[config.mk]
export PLATFORM = sky130hd
export DESIGN_NAME = video_timing_monitor
export DESIGN_NICKNAME = d
export VERILOG_FILES = /design/src/rtl/video_timing_monitor.sv
export SDC_FILE = /design/constraint.sdc
export NUM_CORES = 1
export LEC_CHECK = 0
export ABC_AREA = 1
export CAP_MARGIN = 20
export CORE_MARGIN = 3
export CORE_UTILIZATION = 53
export DETAILED_ROUTE_END_ITERATION = 7
export PLACE_DENSITY_LB_ADDON = 0.08
export REMOVE_ABC_BUFFERS = 1
export SLEW_MARGIN = 15
export SYNTH_ARGS = -nofsm -noshare
export SYNTH_HDL_FRONTEND = slang
export SYNTH_SLANG_ARGS = --single-unit
export TNS_END_PERCENT = 30
[constraint.sdc]
create_clock -name pclk -period 2.2 [get_ports pclk]
set_input_delay 0.44 -clock pclk [delete_from_list [all_inputs] [get_ports pclk]]
set_output_delay 0.44 -clock pclk [all_outputs]
set_load 0.05 [all_outputs]
[src/rtl/video_timing_monitor.sv]
// Video timing monitor: measures line/frame geometry from the decoded hsync/vsync/de
// stream and declares lock once LOCK_FRAMES consecutive frames measure identically.
module video_timing_monitor #(
  parameter int HW          = 12,
  parameter int VW          = 11,
  parameter int LOCK_FRAMES = 3,
  parameter int TIMEOUT     = 2000000
) (
  input  logic          pclk,
  input  logic          rst_n,
  input  logic          hsync,
  input  logic          vsync,
  input  logic          de,
  output logic [HW-1:0] h_total,
  output logic [HW-1:0] h_active,
  output logic [VW-1:0] v_total,
  output logic [VW-1:0] v_active,
  output logic          frame_stb,
  output logic          locked,
  output logic [7:0]    err_cnt,
  output logic [7:0]    led
);

  localparam int TW = $clog2(TIMEOUT + 1);
  localparam int MW = $clog2(LOCK_FRAMES + 1);
  localparam logic [TW-1:0] T_MAX  = TW'(TIMEOUT);
  localparam logic [TW-1:0] T_LAST = TW'(TIMEOUT - 1);
  localparam logic [MW-1:0] M_LOCK = MW'(LOCK_FRAMES);

  typedef enum logic [1:0] {
    ST_UNLOCKED = 2'd0,
    ST_MEASURE  = 2'd1,
    ST_LOCKED   = 2'd2
  } state_t;

  function automatic logic [HW-1:0] h_sat_inc(input logic [HW-1:0] v);
    return (&v) ? v : v + HW'(1);
  endfunction

  function automatic logic [VW-1:0] v_sat_inc(input logic [VW-1:0] v);
    return (&v) ? v : v + VW'(1);
  endfunction

  logic          hsync_q, hsync_d, vsync_q, vsync_d, de_q, de_d;
  logic [HW-1:0] hcnt_q, hcnt_d, line_len_q, line_len_d;
  logic [HW-1:0] dcnt_q, dcnt_d, line_act_q, line_act_d;
  logic          act_line_q, act_line_d;
  logic [VW-1:0] vcnt_q, vcnt_d, vact_q, vact_d;
  logic [HW-1:0] h_total_q, h_total_d, h_active_q, h_active_d;
  logic [VW-1:0] v_total_q, v_total_d, v_active_q, v_active_d;
  logic          frame_stb_q, frame_stb_d, locked_q, locked_d;
  logic [7:0]    err_cnt_q, err_cnt_d;
  state_t        state_q, state_d;
  logic [MW-1:0] match_q, match_d;
  logic [TW-1:0] timer_q, timer_d;

  logic          hs_rise, vs_rise, de_fall, same_geom;
  logic [HW-1:0] h_total_new, h_active_new;
  logic [VW-1:0] v_total_new, v_active_new;
  logic [MW-1:0] match_next;
  logic [7:0]    err_next;

  always_comb begin
    hs_rise = hsync & ~hsync_q;
    vs_rise = vsync & ~vsync_q;
    de_fall = ~de & de_q;

    hsync_d     = hsync;
    vsync_d     = vsync;
    de_d        = de;
    hcnt_d      = h_sat_inc(hcnt_q);
    line_len_d  = line_len_q;
    dcnt_d      = dcnt_q;
    line_act_d  = line_act_q;
    act_line_d  = act_line_q;
    vcnt_d      = vcnt_q;
    vact_d      = vact_q;
    h_total_d   = h_total_q;
    h_active_d  = h_active_q;
    v_total_d   = v_total_q;
    v_active_d  = v_active_q;
    frame_stb_d = 1'b0;
    state_d     = state_q;
    match_d     = match_q;
    err_cnt_d   = err_cnt_q;
    timer_d     = (timer_q == T_MAX) ? timer_q : timer_q + TW'(1);

    // A line closing in the same cycle as vsync belongs to the frame being latched.
    h_total_new  = hs_rise ? h_sat_inc(hcnt_q) : line_len_q;
    h_active_new = de_fall ? dcnt_q : line_act_q;
    v_total_new  = hs_rise ? v_sat_inc(vcnt_q) : vcnt_q;
    v_active_new = act_line_q ? v_sat_inc(vact_q) : vact_q;
    same_geom    = (h_total_new == h_total_q) && (h_active_new == h_active_q) &&
                   (v_total_new == v_total_q) && (v_active_new == v_active_q);
    match_next   = match_q + MW'(1);
    err_next     = (&err_cnt_q) ? err_cnt_q : err_cnt_q + 8'd1;

    if (hs_rise) begin
      hcnt_d     = '0;
      line_len_d = h_total_new;
      dcnt_d     = {{(HW-1){1'b0}}, de};
      vcnt_d     = v_total_new;
      vact_d     = v_active_new;
    end else if (de) begin
      dcnt_d = h_sat_inc(dcnt_q);
    end
    if (de_fall) line_act_d = dcnt_q;
    if (hs_rise || vs_rise) act_line_d = de;
    else if (de) act_line_d = 1'b1;

    if (vs_rise) begin
      vcnt_d      = '0;
      vact_d      = '0;
      timer_d     = '0;
      frame_stb_d = 1'b1;
      h_total_d   = h_total_new;
      h_active_d  = h_active_new;
      v_total_d   = v_total_new;
      v_active_d  = v_active_new;
      case (state_q)
        ST_UNLOCKED: begin
          state_d = ST_MEASURE;
          match_d = MW'(1);
        end
        ST_MEASURE: begin
          if (same_geom) begin
            match_d = match_next;
            if (match_next == M_LOCK) state_d = ST_LOCKED;
          end else begin
            match_d = MW'(1);
          end
        end
        ST_LOCKED: begin
          if (!same_geom) begin
            state_d   = ST_UNLOCKED;
            err_cnt_d = err_next;
          end
        end
        default: state_d = ST_UNLOCKED;
      endcase
    end else if (timer_q == T_LAST) begin
      // Sync lost: drop everything; the timer then parks at T_MAX.
      state_d    = ST_UNLOCKED;
      match_d    = '0;
      h_total_d  = '0;
      h_active_d = '0;
      v_total_d  = '0;
      v_active_d = '0;
      if (state_q == ST_LOCKED) err_cnt_d = err_next;
    end

    locked_d = (state_d == ST_LOCKED);
  end

  always_ff @(posedge pclk or negedge rst_n) begin
    if (!rst_n) begin
      hsync_q     <= 1'b0;
      vsync_q     <= 1'b0;
      de_q        <= 1'b0;
      hcnt_q      <= '0;
      line_len_q  <= '0;
      dcnt_q      <= '0;
      line_act_q  <= '0;
      act_line_q  <= 1'b0;
      vcnt_q      <= '0;
      vact_q      <= '0;
      h_total_q   <= '0;
      h_active_q  <= '0;
      v_total_q   <= '0;
      v_active_q  <= '0;
      frame_stb_q <= 1'b0;
      locked_q    <= 1'b0;
      err_cnt_q   <= '0;
      state_q     <= ST_UNLOCKED;
      match_q     <= '0;
      timer_q     <= '0;
    end else begin
      hsync_q     <= hsync_d;
      vsync_q     <= vsync_d;
      de_q        <= de_d;
      hcnt_q      <= hcnt_d;
      line_len_q  <= line_len_d;
      dcnt_q      <= dcnt_d;
      line_act_q  <= line_act_d;
      act_line_q  <= act_line_d;
      vcnt_q      <= vcnt_d;
      vact_q      <= vact_d;
      h_total_q   <= h_total_d;
      h_active_q  <= h_active_d;
      v_total_q   <= v_total_d;
      v_active_q  <= v_active_d;
      frame_stb_q <= frame_stb_d;
      locked_q    <= locked_d;
      err_cnt_q   <= err_cnt_d;
      state_q     <= state_d;
      match_q     <= match_d;
      timer_q     <= timer_d;
    end
  end

  assign h_total   = h_total_q;
  assign h_active  = h_active_q;
  assign v_total   = v_total_q;
  assign v_active  = v_active_q;
  assign frame_stb = frame_stb_q;
  assign locked    = locked_q;
  assign err_cnt   = err_cnt_q;
  assign led       = {locked_q, |err_cnt_q, v_active_q[VW-1:VW-6]};

endmodule
== Word level (Yosys, flattened, before mapping) ==
Index checks and enable logic that the tools add are counted.

* Bitwise operators: 6
* Multiplexer cells: 42
* Equality and inequality tests: 14
* Add/sub/neg operators: 7
* Reductions and logical operators: 18

{| class="wikitable"
|+ Operators with widths
! kind !! number
|-
| $mux 11 || 11
|-
| $mux 12 || 10
|-
| $mux 8 || 6
|-
| $eq 21x21->1 const B || 2
|-
| $mux 21 || 2
|-
| $add 12x1->12 const B || 2
|-
| $eq 12x12->1 || 2
|-
| $reduce_and 12->1 || 2
|-
| $add 11x1->11 const B || 2
|-
| $eq 11x11->1 || 2
|-
| $reduce_and 11->1 || 2
|-
| $add 21x1->21 const B || 1
|-
| $mux 2 || 8
|-
| $add 8x1->8 const B || 1
|-
| $reduce_and 8->1 || 1
|-
| $reduce_bool 2->1 || 4
|-
| $reduce_or 8->1 || 1
|-
| $eq 2x2->1 const B || 3
|-
| $ne 2x2->1 const B || 3
|-
| $pmux 2 s3 || 1
|-
| $pmux 2 s2 || 1
|-
| $reduce_and 2->1 || 2
|-
| $and 1x1->1 || 3
|-
| $logic_and 1x1->1 || 3
|-
| other kinds (8) || 12
|}

* Bits of input ports: 5
* Logic and storage cells: 107
* Register bits after elaboration: 155

== Logic depth before layout (Yosys ltp) ==
* Depth after elaboration: 11
* Gate-level depth with buffers: 19
* Mapped depth without buffers: 19

== Worst setup path after synthesis ==
No wires, ideal clock.

* Path type: register -> register
* From: reg hcnt_q[0]
* To: reg err_cnt_q[4] (netlist: err_cnt[4])
* Data arrival time: 2.137 ns
* Period minus slack after synthesis: 2.203 ns
* Setup slack: -0.003 ns
* Stages on the path, launching flop included: 17
* Cell sequence: dfrtp_1 -> ha_1 -> nand2_2 -> nor2_4 -> nand3_4 -> buf_6 -> buf_6 -> nand3_2 -> nand2_2 -> nand2_1 -> nand4_1 -> nor2_2 -> nand4_4 -> nand2_4 -> buf_12 -> nand2_1 -> nand2_1

* Cells in the longest elaborated chain, start to end: 9

{| class="wikitable"
|+ RTL lines
! what !! line !! text
|-
| from (decl) || 45 || <nowiki>logic [HW-1:0] hcnt_q, hcnt_d, line_len_q, line_len_d;</nowiki>
|-
| from (signal assigned) || 181 || <nowiki>hcnt_q <= hcnt_d;</nowiki>
|-
| $add 12x1->12 or $reduce_and 12->1 (tied branches) || 37 || <nowiki>return (&v) ? v : v + HW'(1);</nowiki>
|-
| $mux 12 (*) || 37 ||
|-
| $mux 12 (*) || 89 || <nowiki>h_total_new = hs_rise ? h_sat_inc(hcnt_q) : line_len_q;</nowiki>
|-
| $eq 12x12->1 (*) || 93 || <nowiki>same_geom = (h_total_new == h_total_q) && (h_active_new == h_active_q) &&</nowiki>
|-
| $logic_and 1x1->1 (*) (2 in a row) || 93 ||
|-
| $logic_and 1x1->1 (*) || 94 || <nowiki>(v_total_new == v_total_q) && (v_active_new == v_active_q);</nowiki>
|-
| $ne 2x2->1 (no line) (*) || -- ||
|-
| $reduce_and 3->1 (no line) (*) || -- ||
|-
| to (signal assigned) || 194 || <nowiki>err_cnt_q <= err_cnt_d;</nowiki>
|-
| to (decl) || 52 || <nowiki>logic [7:0] err_cnt_q, err_cnt_d;</nowiki>
|}

Mark *: on every way between the ends. The rest lies on a longest branch, timed or not.
A chain may end at the register's enable or synchronous reset.

== Final worst setup path ==
* From: in hsync
* To: reg err_cnt_q[6] (netlist: err_cnt[6])

* Cells in the longest elaborated chain, start to end: 8

{| class="wikitable"
|+ RTL lines
! what !! line !! text
|-
| from (decl) || 11 || <nowiki>input logic hsync,</nowiki>
|-
| $and 1x1->1 (*) || 64 || <nowiki>hs_rise = hsync & ~hsync_q;</nowiki>
|-
| $mux 12 || 89 ||
|-
| $eq 12x12->1 || 93 ||
|-
| $logic_and 1x1->1 || 93 ||
|-
| $logic_and 1x1->1 (*) || 93 ||
|-
| $logic_and 1x1->1 (*) || 94 ||
|-
| $ne 2x2->1 (no line) (*) || -- ||
|-
| $reduce_and 3->1 (no line) (*) || -- ||
|}

Marked as above.

==> impl_metrics.json <==
{
  "place_area_sq_um": 10300,
  "powerDensity_nw_per_um2": 815,
  "fin_tns_setup_ns": -2.77,
  "synth.most_common_cell": "nand2_1",
  "async_reset_ff_share_pct": 100,
  "synth_edf_count": 0,
  "synth.avg_cell_area_sq_um": 7.70,
  "r2r-start": "hcnt_q[0]",
  "path_clk_slew_ns": 0.06,
  "cap_violations": 0,
  "crit_path_end_kind": "register",
  "synth.yosys.seq_area_share_pct": 46.5,
  "max_slew.worst_pin.slew_ns": 0.539,
  "firstDrtPassIters": 5,
  "area_growth_pct": 36.9,
  "hp-class": "in2reg",
  "cts.path.max_buffers": 2,
  "yosysWarningCount": 0,
  "final-setup-viol-count": 13,
  "synth-xor-area-share_pct": 1.68,
  "top_level_ports": 69,
  "grt_busiest_layer": "met2",
  "antenna_found_initial": 0,
  "dp.cells": 1477,
  "reg2reg_to": "err_cnt[6]",
  "min_from": "de",
  "cts-htree-levels": 4,
  "remaining_drc_errors": 0,
  "nets": 1316,
  "worst_skew_pair.late_latency_ns": 0.43,
  "cts_tree": "yes",
  "r2r_slack_ns": -0.26,
  "synth_mux_area_share_pct": 0,
  "postLayoutCellArea_sq_um": 11400,
  "avgRoutedWirePerCell_um": 14.4,
  "grt_max_degree": 55,
  "hpwl_mm": 14.8,
  "vias": 8060,
  "synth_fa_ha_area_share_pct": 1.35,
  "finalMaxSlewViolations": 0,
  "die_h_um": 131,
  "endpoint": "err_cnt[6]",
  "cts_sinks": 155,
  "crit_arrival_ns": 2.85,
  "crit_type": "in2reg",
  "cpPeakStageDelay_ns": 0.42,
  "fin_total_pwr_mw": 9.31,
  "crit_buf_inv": 5,
  "grt_pass1_vias": 7749,
  "fin_util_pct": 74.6,
  "post-route-period-util_pct": 113,
  "fin_hold_ws_ns": 0.450,
  "grt.overflow.total": 0,
  "yosysTopAreaCell": "dfrtp_1",
  "detail-route-antenna-nets": 0,
  "hold_violations": 0,
  "rsz0062_at_grt": "yes",
  "setup_slack_ns": -0.288,
  "synth_top_family_by_area": "simple AND/OR/NAND/NOR gates",
  "synth_area_leaders": "dfrtp_1, nand2_1, inv_1",
  "timing.fmax_mhz": 402,
  "worst-r2r-cell-count": 19,
  "grt_use_met1_pct": 33.4,
  "syn_inst": 1084,
  "synth.cell_area_sq_um": 8340,
  "failed_checks": "setup timing",
  "critical_path_cell_count": 18,
  "cp_common_cell": "nand2_1",
  "ys_ff_latch": 155,
  "crit_path_top_delay_cell": "clkdlybuf4s50_1",
  "synth_compound_area_share_pct": 8.85,
  "finalNonFillerCells": 1526,
  "drive_gt1_share_pct": 24.5,
  "cts_root_buf": "clkbuf_16",
  "synthFlopType": "dfrtp_1",
  "path_cells": "clkdlybuf4s50_1 > inv_1 > nor2_4 > buf_4 > clkbuf_16 > or2_2 > nand2_1 > nand2_1 > nand2_1 > nand3_1 > nor2_2 > nand2_2 > nor2_4 > nand4_4 > nand2_4 > buf_6 > nand2_2 > o21ai_2",
  "grt.met2_usage_pct": 42.1,
  "cts_buffers": 17,
  "portBuffers": 68,
  "initial_core_util_pct": 54.5,
  "yosys.area.top_type_share_pct": 46.5,
  "grt.met3_usage_pct": 4.59,
  "core.rowCount": 45,
  "synth_simple_gate_area_share_pct": 31.9,
  "core-area_sq_um": 15300,
  "peakVddDrop_uv": 602,
  "synth_cell_types": 44,
  "track_usage_pct": 25.2,
  "power_leakage_nw": 5.63,
  "routed_wl_mm": 22.0,
  "avgViaCountPerCell": 5.28,
  "period_needed_ns": 2.49,
  "worstPathMaxFanout": 11,
  "antenna_cells": 0,
  "drt_iter0_drc": 552,
  "synth_common_cells": "nand2_1, inv_1, dfrtp_1, nand3_1, nor2_1",
  "cpLargestDelayFamily": "simple AND/OR/NAND/NOR gates",
  "grt_first_pass_wirelength_mm": 36.2,
  "startpoint": "hsync",
  "clock_skew_ns": 0.00624,
  "relSlewSlack_pct": 64.0,
  "required_ns": 2.56,
  "status": "finished with violations",
  "setup.worst_path.start_class": "input pin",
  "die-area_sq_um": 17300,
  "dpl_worst_slack_ns": -0.812,
  "routabilityCongestion": 0.842,
  "die_w_um": 131
}
-- worst reg2reg max path, stage by stage, from the launching register on --
cell and delay [ns]:
dfrtp_1 0.37, ha_2 0.22, nand2_4 0.06, nor2_4 0.14
buf_4 0.13, nand2_1 0.05, nand2_2 0.10, nand3_2 0.09
nand2_1 0.10, nand2_1 0.06, nand2_1 0.06, nand3_1 0.08
nor2_2 0.14, nand2_2 0.09, nor2_4 0.16, nand4_4 0.13
nand2_4 0.14, buf_6 0.14, nand2_2 0.05, o21ai_2 0.05
-- power breakdown --
group	internal (mW)	switching, mW	leakage, nW
sequential	3.14	0.222	2.04
clock	2.19	1.18	0.324
combinational	1.02	1.56	3.26
-- state kept, by name, summed over array words and instances (netlist names) --
signal	cells
vact_q	11
line_act_q	12
locked	1
match_q	2
timer_q	21
err_cnt	8
dcnt_q	12
de_q	1
frame_stb	1
state_q	2
act_line_q	1
hcnt_q	12
hsync_q	1
vcnt_q	11
h_active	12
h_total	12
vsync_q	1
v_total	11
line_len_q	12
v_active	11
-- repair_timing --
item / in CTS / in global routing
pin swaps: 14 / 33
hold buffers: 1 / 0
gates cloned: 4 / 1
buffers inserted: 10 / 2
hold endpoints to repair: 27 / 0
gates resized for setup: 41 / 63
setup endpoints to repair: 14 / 25
-- area by class of cell --
type / instances / area [sq um]
clock buffer: 21 / 460
clock inverter: 11 / 214
fill: 1177 / 3890
inverter: 162 / 613
multi-input combinational: 735 / 3960
sequential: 155 / 3880
tap: 211 / 264
timing repair buffer: 231 / 2030
-- logic make-up (layout without fill, tap and decap cells) --
logic type | after synthesis | count (layout)
compound gates | 127 | 127
xor+xnor | 16 | 16
fa+ha+maj | 9 | 9
buf+inv | 196 | 425
flops | 155 | 155
simple gates | 581 | 583
-- how the worst min path moves through the flow --
stage,to,slack [ns],cells after the start
floorplan,act_line_q,0.14,0
global placement,hcnt_q[11],0.44,1
detailed placement,hcnt_q[11],0.44,1
CTS,de_q,0.43,2
global route,de_q,0.45,2
finish,de_q,0.45,2
-- metal layers --
metal  vias up  wire length [um]
li1       3944                 -
met4         0               334
met1      3912              9780
met3        33               865
met2       171             11000
met5         -                 0
-- placed cells by master, fill, tap and decap left out, drive strengths merged, types with 15 or more instances in the layout --
cell and n:
nand3 121, buf 163, nor3 20, a21oi 35, clkdlybuf4s50 61, nor2 87
nand2 306, o21ai 34, clkbuf 22, inv 162, nand4 24, o22ai 46
dfrtp 155, or2 15
Power figures use the tool's default switching activity.
